[src/rtl/hazard_stall_unit_pkg.sv]
// Shared pipeline definitions for the hazard/stall control block.
package hazard_stall_unit_pkg;

  // Register specifier width of the 16-register file.
  localparam int REG_ADDR_W = 4;

  // Register 0 reads as zero, so a load targeting it never creates a hazard.
  localparam int ZERO_REG = 0;

  // Instruction word loaded into IF/ID or ID/EX when flushing or bubbling.
  localparam logic [15:0] NOP_INSTR = 16'h0000;

  // Stall-control FSM states.
  typedef enum logic [1:0] {
    ST_RUN   = 2'd0,
    ST_LDUSE = 2'd1,
    ST_HALT  = 2'd2
  } state_e;

endpackage

[src/rtl/hazard_stall_unit_sat_counter.sv]
// Saturating up-counter: sticks at all-ones instead of wrapping.
module sat_counter #(
  parameter int CNT_W = 16
) (
  input  logic             clk,
  input  logic             rst,
  input  logic             inc,
  output logic [CNT_W-1:0] count
);

  logic [CNT_W-1:0] count_q;
  logic [CNT_W-1:0] count_d;

  // Next value: add one unless already saturated.
  always_comb begin
    count_d = count_q;
    if (inc && (count_q != {CNT_W{1'b1}})) begin
      count_d = count_q + 1'b1;
    end
  end

  // Count register with synchronous clear.
  always_ff @(posedge clk) begin
    if (rst) begin
      count_q <= '0;
    end else begin
      count_q <= count_d;
    end
  end

  assign count = count_q;

endmodule

[src/rtl/hazard_stall_unit.sv]
// Pipeline hazard/stall control: load-use stalls, taken-branch squash,
// data-memory freeze and halt drain for the 5-stage 16-bit core.
//
// Handshake note: the *_write outputs are load enables for the pipeline
// registers (1 = capture this cycle); flush/bubble load the NOP word. A
// dmem_busy cycle freezes every register, so any event seen during it is
// re-presented by the held stages in the first non-frozen cycle.
module hazard_stall_unit #(
  parameter int REG_ADDR_W       = hazard_stall_unit_pkg::REG_ADDR_W,
  parameter int LOAD_USE_BUBBLES = 1,
  parameter int CNT_W            = 16
) (
  input  logic                  clk,
  input  logic                  rst,
  input  logic [REG_ADDR_W-1:0] id_rs,
  input  logic [REG_ADDR_W-1:0] id_rt,
  input  logic                  id_uses_rs,
  input  logic                  id_uses_rt,
  input  logic                  id_is_store,
  input  logic                  id_halt,
  input  logic                  ex_memread,
  input  logic [REG_ADDR_W-1:0] ex_rd,
  input  logic                  branch_taken,
  input  logic                  dmem_busy,
  output logic                  pc_write,
  output logic                  if_id_write,
  output logic                  if_id_flush,
  output logic                  id_ex_bubble,
  output logic                  id_ex_write,
  output logic                  ex_mem_write,
  output logic                  mem_wb_write,
  output logic                  halted,
  output logic [CNT_W-1:0]      stall_cnt,
  output logic [CNT_W-1:0]      flush_cnt
);

  import hazard_stall_unit_pkg::*;

  state_e     state_q;
  state_e     state_d;
  logic [1:0] bcnt_q;
  logic [1:0] bcnt_d;
  logic       ldhz;
  logic       stall_inc;
  logic       flush_inc;

  // Load-use compare; store data (rt of a store) is forwarded MEM->MEM.
  always_comb begin
    ldhz = ex_memread && (ex_rd != REG_ADDR_W'(ZERO_REG)) &&
           ((id_uses_rs && (ex_rd == id_rs)) ||
            (id_uses_rt && (ex_rd == id_rt) && !id_is_store));
  end

  // Next state and pipeline controls; reset, then freeze, then the FSM.
  always_comb begin
    state_d      = state_q;
    bcnt_d       = bcnt_q;
    pc_write     = 1'b1;
    if_id_write  = 1'b1;
    if_id_flush  = 1'b0;
    id_ex_bubble = 1'b0;
    id_ex_write  = 1'b1;
    ex_mem_write = 1'b1;
    mem_wb_write = 1'b1;
    halted       = (state_q == ST_HALT);
    flush_inc    = 1'b0;

    if (rst) begin
      pc_write     = 1'b0;
      if_id_write  = 1'b0;
      if_id_flush  = 1'b1;
      id_ex_bubble = 1'b1;
      id_ex_write  = 1'b0;
      ex_mem_write = 1'b0;
      mem_wb_write = 1'b0;
      halted       = 1'b0;
      state_d      = ST_RUN;
      bcnt_d       = 2'd0;
    end else if (dmem_busy) begin
      pc_write     = 1'b0;
      if_id_write  = 1'b0;
      id_ex_write  = 1'b0;
      ex_mem_write = 1'b0;
      mem_wb_write = 1'b0;
    end else if (branch_taken) begin
      // Older instruction redirects: squash IF/ID and ID/EX in any state.
      if_id_flush  = 1'b1;
      id_ex_bubble = 1'b1;
      halted       = 1'b0;
      flush_inc    = 1'b1;
      state_d      = ST_RUN;
      bcnt_d       = 2'd0;
    end else begin
      case (state_q)
        ST_RUN: begin
          if (ldhz) begin
            pc_write     = 1'b0;
            if_id_write  = 1'b0;
            id_ex_bubble = 1'b1;
            if (LOAD_USE_BUBBLES > 1) begin
              state_d = ST_LDUSE;
              bcnt_d  = 2'(LOAD_USE_BUBBLES - 1);
            end
          end else if (id_halt) begin
            state_d = ST_HALT;
          end
        end
        ST_LDUSE: begin
          pc_write     = 1'b0;
          if_id_write  = 1'b0;
          id_ex_bubble = 1'b1;
          bcnt_d       = bcnt_q - 2'd1;
          if (bcnt_q <= 2'd1) begin
            state_d = ST_RUN;
            bcnt_d  = 2'd0;
          end
        end
        ST_HALT: begin
          pc_write    = 1'b0;
          if_id_write = 1'b0;
          if_id_flush = 1'b1;
        end
        default: begin
          state_d = ST_RUN;
          bcnt_d  = 2'd0;
        end
      endcase
    end

    stall_inc = !rst && !pc_write && (state_q != ST_HALT);
  end

  // FSM state and bubble counter registers.
  always_ff @(posedge clk) begin
    if (rst) begin
      state_q <= ST_RUN;
      bcnt_q  <= 2'd0;
    end else begin
      state_q <= state_d;
      bcnt_q  <= bcnt_d;
    end
  end

  sat_counter #(.CNT_W(CNT_W)) u_stall_cnt (
    .clk   (clk),
    .rst   (rst),
    .inc   (stall_inc),
    .count (stall_cnt)
  );

  sat_counter #(.CNT_W(CNT_W)) u_flush_cnt (
    .clk   (clk),
    .rst   (rst),
    .inc   (flush_inc),
    .count (flush_cnt)
  );

endmodule

[config.mk]
export PLATFORM = sky130hd
export DESIGN_NAME = hazard_stall_unit
export DESIGN_NICKNAME = d
export VERILOG_FILES = /design/src/rtl/hazard_stall_unit_pkg.sv /design/src/rtl/hazard_stall_unit_sat_counter.sv /design/src/rtl/hazard_stall_unit.sv
export SDC_FILE = /design/constraint.sdc
export NUM_CORES = 1
export LEC_CHECK = 0
export ABC_AREA = 1
export BUFFER_PORTS_ARGS = -buffer_cell sky130_fd_sc_hd__buf_2
export CAP_MARGIN = 40
export CORE_ASPECT_RATIO = 1.4
export CORE_UTILIZATION = 56
export DETAILED_ROUTE_END_ITERATION = 12
export PLACE_DENSITY = 0.86
export SYNTH_ARGS = -nofsm -noshare
export SYNTH_HDL_FRONTEND = slang
export SYNTH_SLANG_ARGS = --single-unit
export TNS_END_PERCENT = 10
[constraint.sdc]
create_clock -name clk -period 2.6 [get_ports clk]
set_input_delay 0.13 -clock clk [delete_from_list [all_inputs] [get_ports clk]]
set_output_delay 0.13 -clock clk [all_outputs]
set_load 0.01 [all_outputs]
=== Yosys cells after proc, flatten, opt, wreduce, memory -nomap -nowiden ===
Cells that the tools add are included.

* Register bits after elaboration: 36
* Latch bits: 0
* RAM bits: 0
* Memory bits (read-only): 0
* Bits of input ports: 21
* Output and inout port bits: 40
* Word-level logic and storage cells: 70
* Memories: 0

* Add/sub/neg operators: 3
* $mul: 0
* Div/mod/pow operators: 0
* $lt $le $gt $ge: 1
* Equal/unequal tests: 12
* Shift-type cells: 0
* Mux-type cells: 30
* Bitwise logic cells: 1
* Reductions and logical operators: 19

{| class="wikitable"
|+ Operators with widths
! cell !! number
|-
| $add 16x1->16 const B || 2
|-
| $ne 16x16->1 const B || 2
|-
| $mux 1 || 20
|-
| $mux 2 || 6
|-
| $logic_and 1x1->1 || 9
|-
| $ne 3x3->1 const B || 3
|-
| $eq 4x4->1 || 2
|-
| $pmux 2 s3 || 1
|-
| $reduce_and 5->1 || 1
|-
| $ne 2x2->1 const B || 2
|-
| $pmux 1 s2 || 2
|-
| $pmux 2 s2 || 1
|-
| $reduce_bool 4->1 || 1
|-
| $reduce_or 2->1 || 2
|-
| $logic_not 1->1 || 3
|-
| $eq 2x1->1 const B || 1
|-
| $eq 2x2->1 const B || 1
|-
| $le 2x1->1 const B || 1
|-
| $logic_not 2->1 || 1
|-
| $ne 2x1->1 const B || 1
|-
| $reduce_and 2->1 || 1
|-
| $sub 2x1->2 const B || 1
|-
| $logic_or 1x1->1 || 1
|-
| $not 1->1 || 1
|}

=== Logic depth before layout (Yosys ltp) ===
Gate-level depths: netlist of run 1.

* Word-level depth: 14
* Mapped depth: 12
* Gate-level depth less buffers: 12

=== By module ===
A second synthesis of run 1 with hierarchy kept.

* Cell total of the unflattened synthesis: 363
* Area, all modules: 2173.3 um2

{| class="wikitable"
|+ By module, submodules not included
! module !! instances !! cells an instance !! area each (um2) !! sequential area each (um2)
|-
| sat_counter || 2 || 149 || 929.6 || 320.3
|-
| hazard_stall_unit || 1 || 65 || 314.1 || 20.0
|}

=== Worst setup path before layout of run 1 ===
OpenSTA, ideal clock, no wires.

* Kind: reg2reg
* Start: reg u_stall_cnt.count_q[1] (netlist: u_stall_cnt.count[1])
* End: reg u_stall_cnt.count_q[2] (netlist: u_stall_cnt.count[2])
* Library setup time: 0.132 ns
* Arrival time: 1.576 ns
* Data required time: 2.468 ns
* Slack: 0.892 ns
* Cell stages (with the launch flop): 10
* Path buffers: 1
* Clock period less this slack: 1.708 ns
* Path through: dfxtp_1 -> ha_1 -> nand2_2 -> nor3_4 -> nand2_2 -> nor2_4 -> nand2_4 -> buf_1 -> nand4_1 -> a21oi_1

* Word-level cells in the longest chain between the ends: 2
* Elaborated cells on any way between the ends: 3
* Those cells by class: 1 x add/sub; 1 x eq/ne; 1 x reduce/logical

{| class="wikitable"
|+ Ends and longest elaborated chain
! element !! line !! source
|-
| start: declaration || hazard_stall_unit_sat_counter.sv:11 || <nowiki>logic [CNT_W-1:0] count_q;</nowiki>
|-
| start signal: assignment || hazard_stall_unit_sat_counter.sv:27 || <nowiki>count_q <= count_d;</nowiki>
|-
| parallel branches: the longest is 2 deep, another holds $add 16x1->16 || - ||
|}

Several ways; the timed one is not identified.
A chain may end at the register's enable or synchronous reset.

=== Worst setup path after layout of run 1 ===
* Start: reg u_flush_cnt.count_q[0] (netlist: u_flush_cnt.count[0])
* End: reg u_flush_cnt.count_q[8] (netlist: u_flush_cnt.count[8])

* Word-level cells in the longest chain between the ends: 2
* Elaborated cells on any way between the ends: 3
* Those cells by class: 1 x add/sub; 1 x eq/ne; 1 x reduce/logical

{| class="wikitable"
|+ Ends and longest elaborated chain
! element !! line
|-
| start: declaration || hazard_stall_unit_sat_counter.sv:11
|-
| start signal: assignment || hazard_stall_unit_sat_counter.sv:27
|-
| parallel branches: the longest is 2 deep, another holds $add 16x1->16 || -
|}

Several ways; the timed one is not identified.

==> impl_metrics.env, run 1 <==
export IMPL_min_path_type="input port to register"
export IMPL_nets=398
export IMPL_yosysWarnings=0
export IMPL_worstPathArrival_ns=2.20
export IMPL_pwr_share_comb_pct=9.7
export IMPL_power_leakage_nw=1.14
export IMPL_dp_cells=408
export IMPL_syn_area_sq_mm=0.00207
export IMPL_finalNonFillerCells=416
export IMPL_synthesis_nets=343
export IMPL_globalplace_congestion=0.890
export IMPL_grt_max_degree=26
export IMPL_critPathKind="register to register"
export IMPL_dieArea_sq_mm=0.00395
export IMPL_endpoint_kind="register"
export IMPL_crit_required_ns=2.82
export IMPL_postCtsSetupBuffers=0
export IMPL_start_kind="register"
export IMPL_hold_viol_final=0
export IMPL_io_pins=61
export IMPL_htreeDepth=2
export IMPL_clock_path_buffers=2
export IMPL_yosysSeqAreaShare_pct=31.9
export IMPL_finalSetupViolations=0
export IMPL_finalPower_mw=1.13
export IMPL_dr_pass1_iters=4
export IMPL_die_h_um=74.0
export IMPL_tns_ns=0
export IMPL_p_per_area_mw_per_mm2=459
export IMPL_clock_power_share_pct=45.0
export IMPL_clock_sinks=33
export IMPL_hpwl_um=3510
export IMPL_crit_slowest_cell="dfxtp_1"
export IMPL_root_buffer="clkbuf_8"
export IMPL_cts_tree="done"
export IMPL_synth_cell_types=29
export IMPL_drcViolationCount=0
export IMPL_portBuffers=60
export IMPL_cts_repair_resized=0
export IMPL_fin_crit_ns=1.98
export IMPL_synth_seq_cells=33
export IMPL_hold_buffers=0
export IMPL_outcome="finished, final reports clean"
export IMPL_synth_commonest_cells="nand2_1 (79), nor2_1 (41), dfxtp_1 (33)"
export IMPL_grt_pass1_wl_um=8030
export IMPL_grt_overflow_total=0
export IMPL_syn_to_final_growth_pct=19.4
export IMPL_vdd_ir_drop_worst_mv=0.365
export IMPL_slew_limit_headroom_pct=69.5
export IMPL_clk_latency_ns=0.29
export IMPL_first_global_vias=1963
export IMPL_rsz0062_at_grt="no"
export IMPL_async_flop_share_pct=0
export IMPL_clkTransAtPathRegs_ns=0.07
export IMPL_synthCells=320
export IMPL_die_width_um=53.4
export IMPL_placed_cell_area_sq_mm=0.00235
export IMPL_post_drt_wl_per_cell_um=11.8
export IMPL_post_drt_via_cell_ratio=5.32
export IMPL_fin_worst_skew_ns=0.00321
export IMPL_p_int_mw=0.859
export IMPL_synth_ff_type="dfxtp_1"
export IMPL_yosysTopAreaCell="dfxtp_1"
export IMPL_first_iter_violations=59
export IMPL_diodes=0
export IMPL_place_ws_ns=0.662
export IMPL_yosysMostFrequentCell="nand2_1"
export IMPL_fin_crit_sh_pct=76.1
export IMPL_antenna_found_initial=0
export IMPL_cp_max_fo=12
export IMPL_maxCapViolCount=0
export IMPL_rows=25
export IMPL_fmax_mhz=506
export IMPL_wirelength_um=4890
export IMPL_final_area_sq_mm=0.00247
export IMPL_ant_nets=0
export IMPL_core_sq_mm=0.00344
export IMPL_num_vias=2212
export IMPL_final_max_slew_viol_count=0
export IMPL_netlist_area_leader_share_pct=31.9
export IMPL_synthesis_area_per_instance_sq_um=6.47
export IMPL_max_stage_delay_ns=0.40
export IMPL_start_util_pct=60.2
export IMPL_crit_chain="ha_1 -> nand2_1 -> nor2_1 -> inv_2 -> nor2_1 -> nand3_1 -> nand2_1 -> nor2_1 -> nand2_1 -> o21ai_1 -> a21oi_1"
export IMPL_drive_above_1_share_pct=22.6
export IMPL_worstMarginPinSlew_ns=0.458
export IMPL_synth_edf_count=0
export IMPL_setup_ws_ns=0.623
export IMPL_track_usage_pct=27.3
export IMPL_power_switching_share_pct=24.2
export IMPL_power_frac_seq_pct=45.3
export IMPL_cts_buffers=5
export IMPL_power_net_switching_mw=0.275
export IMPL_synth_area_leaders="dfxtp_1 (32%), nand2_1 (14%), nor2_1 (7.4%)"
through the flow:
step	utilization (%)	hold slack, ns
3_3_place_gp	68.4	0.390
5_1_grt	71.9	0.120
6_report	71.9	0.101
3_5_place_dp	68.4	0.393
2_1_floorplan	-	0.284
4_1_cts	71.9	0.0919
cell families after synthesis:
group           after synthesis  share of synthesized area, %
xor+xnor                     18                          7.61
compound gates               42                          10.5
simple gates                172                          38.1
fa+ha+maj                     2                          1.21
flops                        33                          31.9
buf+inv                      53                          10.8
state kept, by name, indices dropped and copies added, names as in the netlist:
register / flops
u_stall_cnt.count: 16
state_q: 1
u_flush_cnt.count: 16
cell usage in the layout (no fill, tap or decap):
cell type	count
nand2_4	1
nor2_1	41
nand3_4	1
a21oi_1	25
o31ai_1	1
o21ai_0	3
xnor2_1	7
nand3_1	15
buf_2	60
o21ai_1	11
nand2_2	3
nor3_4	1
o21a_1	1
a31oi_1	1
dfxtp_1	33
bufinv_16	1
nand4_1	22
clkbuf_8	6
nor2_4	2
and3_1	1
inv_1	32
nand2_1	79
clkinvlp_4	1
xor2_1	11
inv_2	9
nand3b_1	1
nor3_1	5
ha_1	2
cell type report:
cell class	count	area [sq um]
Clock inverter	2	37.5
Multi-Input combinational cell	234	1190
Clock buffer	6	82.6
Sequential cell	33	661
Tap cell	40	50.0
Timing Repair Buffer	60	300
Fill cell	329	968
Inverter	41	154
power by group through the flow:
stage | sequential, mW | combinational (mW) | clock [mW]
2_1_floorplan | 0.527 | 0.0744 | 0
3_3_place_gp | 0.526 | 0.108 | 0
3_5_place_dp | 0.526 | 0.110 | 0
4_1_cts | 0.514 | 0.110 | 0.519
5_1_grt | 0.515 | 0.124 | 0.538
6_report | 0.514 | 0.110 | 0.510
final timing paths:
path / from / to / slack, ns / cells after the start
worst max-delay path: u_flush_cnt.count[0] / u_flush_cnt.count[8] / 0.62 / 11
worst min-delay path: id_halt / state_q[1] / 0.10 / 3
worst max register to register: u_flush_cnt.count[0] / u_flush_cnt.count[8] / 0.62 / 11
worst min register to register: u_stall_cnt.count[13] / u_stall_cnt.count[13] / 0.50 / 2
worst max-delay path: cells and delay by family (launching register included):
family	cells	cell delay, ns
AND/OR/NAND/NOR	7	1.07
adder cells (fa/ha/maj)	1	0.20
AO/OA/AOI/OAI	2	0.19
buffers and inverters	1	0.05
flip-flops	1	0.40
metal layers:
layer	wire, um	GRT usage, %	vias up
met5	0	0	-
met4	134	14.0	0
met3	201	5.73	12
met2	2570	50.8	58
met1	1990	27.6	1002
li1	-	-	1140
(Power assumes the default switching activity.)
==> run 2, diff against run 1 <==
Settings changed: ABC_AREA 1 to 0, CORE_UTILIZATION 56 to 45, PLACE_DENSITY 0.86 to 0.75.
Clock period 2.6 ns to 1.6 ns, I/O delays scaled along.
==> run 2 against run 1 <==
Effect of this change:
- the flow now finishes with violations (setup timing)
- worst setup slack worse by 0.91 ns
- combinational power up 140%
- area after synthesis down 12%
- register-to-register slack worse by 0.68 ns
- sequential share of layout area down 3.6 points
- power up 51%
- die area up 9.3%
- largest cell class unchanged
- largest power group unchanged
==> impl_metrics.env, run 2 <==
export IMPL_yosysSeqAreaShare_pct=36.2
export IMPL_diodes=0
export IMPL_crit_required_ns=1.52
export IMPL_die_h_um=77.3
export IMPL_rows=27
export IMPL_dp_cells=366
export IMPL_grt_max_degree=28
export IMPL_vdd_ir_drop_worst_mv=0.734
export IMPL_endpoint_kind="primary output"
export IMPL_syn_to_final_growth_pct=59.7
export IMPL_fin_crit_ns=1.89
export IMPL_met1_usage_pct=25.9
export IMPL_ant_nets=0
export IMPL_clock_sinks=33
export IMPL_netlist_area_leader_share_pct=36.2
export IMPL_synth_seq_cells=33
export IMPL_portBuffers=60
export IMPL_synth_commonest_cells="dfxtp_1 (33), nor2_1 (21), nand2_1 (17)"
export IMPL_async_flop_share_pct=0
export IMPL_antenna_found_initial=0
export IMPL_synth_ff_type="dfxtp_1"
export IMPL_crit_path_frequent_cell="buf_6"
export IMPL_die_width_um=55.8
export IMPL_start_kind="input port"
export IMPL_worstPathArrival_ns=1.81
export IMPL_fin_worst_skew_ns=0.00677
export IMPL_min_path_type="input port to register"
export IMPL_cp_max_fo=2
export IMPL_grt_overflow_total=0
export IMPL_wirelength_um=5430
export IMPL_power_leakage_nw=1.29
export IMPL_drcViolationCount=0
export IMPL_synth_area_leaders="dfxtp_1 (36%), xor2_1 (7.2%), nor2_1 (4.3%)"
export IMPL_final_max_slew_viol_count=0
export IMPL_rsz0062_at_grt="yes"
export IMPL_dr_pass1_iters=4
export IMPL_post_drt_via_cell_ratio=5.49
export IMPL_drive_above_1_share_pct=49.9
export IMPL_finalPower_mw=1.72
export IMPL_dieArea_sq_mm=0.00432
export IMPL_yosysTopAreaCell="dfxtp_1"
export IMPL_crit_slowest_cell="or4b_4"
export IMPL_hpwl_um=3860
export IMPL_cts_tree="done"
export IMPL_cts_buffers=5
export IMPL_hold_buffers=0
export IMPL_grt_pass1_wl_um=8760
export IMPL_track_usage_pct=25.4
export IMPL_fillers=309
export IMPL_clock_path_buffers=2
export IMPL_globalplace_congestion=0.843
export IMPL_crit_chain="buf_6 -> buf_6 -> xor2_2 -> or4b_4 -> nor4_4 -> buf_4 -> or2_4 -> nor2_4 -> o21a_1 -> buf_2"
export IMPL_maxCapViolCount=0
export IMPL_syn_area_sq_mm=0.00182
export IMPL_post_drt_wl_per_cell_um=14.4
export IMPL_hold_viol_final=0
export IMPL_htreeDepth=2
export IMPL_layout_commonest_cell="buf_2"
export IMPL_fmax_mhz=530
export IMPL_core_sq_mm=0.00392
export IMPL_finalSetupViolations=19
export IMPL_critPathTopFamily="simple AND/OR/NAND/NOR gates"
export IMPL_max_stage_delay_ns=0.50
export IMPL_num_vias=2074
export IMPL_clkTransAtPathRegs_ns=0.07
export IMPL_failed_checks="setup timing"
export IMPL_p_per_area_mw_per_mm2=590
export IMPL_setup_ws_ns=-0.286
export IMPL_synthCells=214
export IMPL_yosysWarnings=0
export IMPL_critPathKind="input port to primary output"
export IMPL_synth_edf_count=0
export IMPL_grt_busiest_layer="met2"
export IMPL_crit_buf_inv=4
export IMPL_first_global_vias=2048
export IMPL_final_cell_mix="buf_2 (60), buf_4 (58), dfxtp_1 (25), nor2_1 (19), nand2_1 (17)"
export IMPL_worstMarginPinSlew_ns=0.432
export IMPL_synthesis_area_per_instance_sq_um=8.52
export IMPL_tns_ns=-3.38
export IMPL_use_met3_pct=5.17
export IMPL_finalNonFillerCells=378
export IMPL_io_pins=61
export IMPL_outcome="finished with violations"
export IMPL_synthesis_nets=237
export IMPL_synth_cell_types=43
export IMPL_slew_limit_headroom_pct=71.0
export IMPL_clk_latency_ns=0.29
export IMPL_fin_crit_sh_pct=118
export IMPL_yosysMostFrequentCell="dfxtp_1"
export IMPL_grt_util_met2_pct=48.1
export IMPL_first_iter_violations=53
export IMPL_nets=357
export IMPL_start_util_pct=46.6
export IMPL_root_buffer="clkbuf_8"
==> run 2: cell count changes after synthesis, moves of 7 or more <==
cell / before / now
a21oi_1: 25 / 15
inv_2: 9 / 0
inv_1: 32 / 5
or3_1: 0 / 7
nor2_1: 41 / 21
nand4_1: 22 / 9
o21ai_1: 11 / 0
nand2_1: 79 / 17
==> run 2: logic make-up (layout without fill, tap and decap cells) <==
family                   Yosys count  after routing  synth area share [%]
AO/OA/AOI/OAI                     42             42                  15.0
AND/OR/NAND/NOR                   97             97                  30.7
XOR/XNOR                          20             20                  9.60
multiplexers                       4              4                  2.33
flip-flops                        33             33                  36.2
adder cells (fa/ha/maj)            2              2                  1.37
buffers and inverters             16            137                  4.87
==> run 2: final timing paths <==
kind	slack [ns]	depth (start not counted)	endpoint	startpoint
setup reg to reg	-0.06	6	u_stall_cnt.count[9]	u_stall_cnt.count[0]
hold / removal	0.04	2	state_q[1]	id_halt
hold reg to reg	0.47	1	u_stall_cnt.count[4]	u_stall_cnt.count[4]
setup / recovery	-0.29	10	pc_write	ex_rd[1]
==> run 2: through the flow <==
step	hold slack [ns]	worst slack (ns)	instance area (sq um)	util, %
2_1_floorplan	0.214	-0.284	1860	-
3_3_place_gp	0.330	-0.738	2610	66.7
3_5_place_dp	0.335	-0.659	2620	67.0
4_1_cts	0.0350	-0.264	2790	71.3
5_1_grt	0.0364	-0.314	2910	74.4
6_report	0.0413	-0.286	2910	74.4
==> run 2: cell type report <==
class / instances / area [sq um] / share of cell area (%)
Multi-Input combinational cell: 165 / 1260 / 43.3
Timing Repair Buffer: 124 / 821 / 28.2
Clock inverter: 3 / 17.5 / 0.601
Inverter: 5 / 18.8 / 0.644
Clock buffer: 5 / 68.8 / 2.36
Sequential cell: 33 / 673 / 23.1
Tap cell: 43 / 53.8 / 1.85
==> run 2: worst reg2reg max path: stages (launching register included) <==
cell	delay, ns
dfxtp_1	0.32
ha_1	0.22
nand3_1	0.16
o31ai_4	0.10
buf_12	0.15
nor4_4	0.28
mux2_4	0.32
==> run 2: metal layers <==
layer / wire length, um / share of wire (%) / vias up
met1: 2080 / 38 / 982
met5: 0 / 0 / -
met3: 180 / 3.3 / 10
met4: 110 / 2.0 / 0
met2: 3060 / 56 / 55
li1: - / - / 1027
==> run 2: repair_timing <==
item	4_1_cts	5_1_grt
pin swaps	11	10
buffers inserted	3	0
setup endpoints to repair	27	30
gates cloned	1	0
gates resized for setup	12	25
==> run 2: power breakdown <==
group / switching, mW / leakage, nW / internal [mW]
Combinational: 0.137 / 0.978 / 0.124
Sequential: 0.00389 / 0.270 / 0.826
Clock: 0.327 / 0.0439 / 0.300
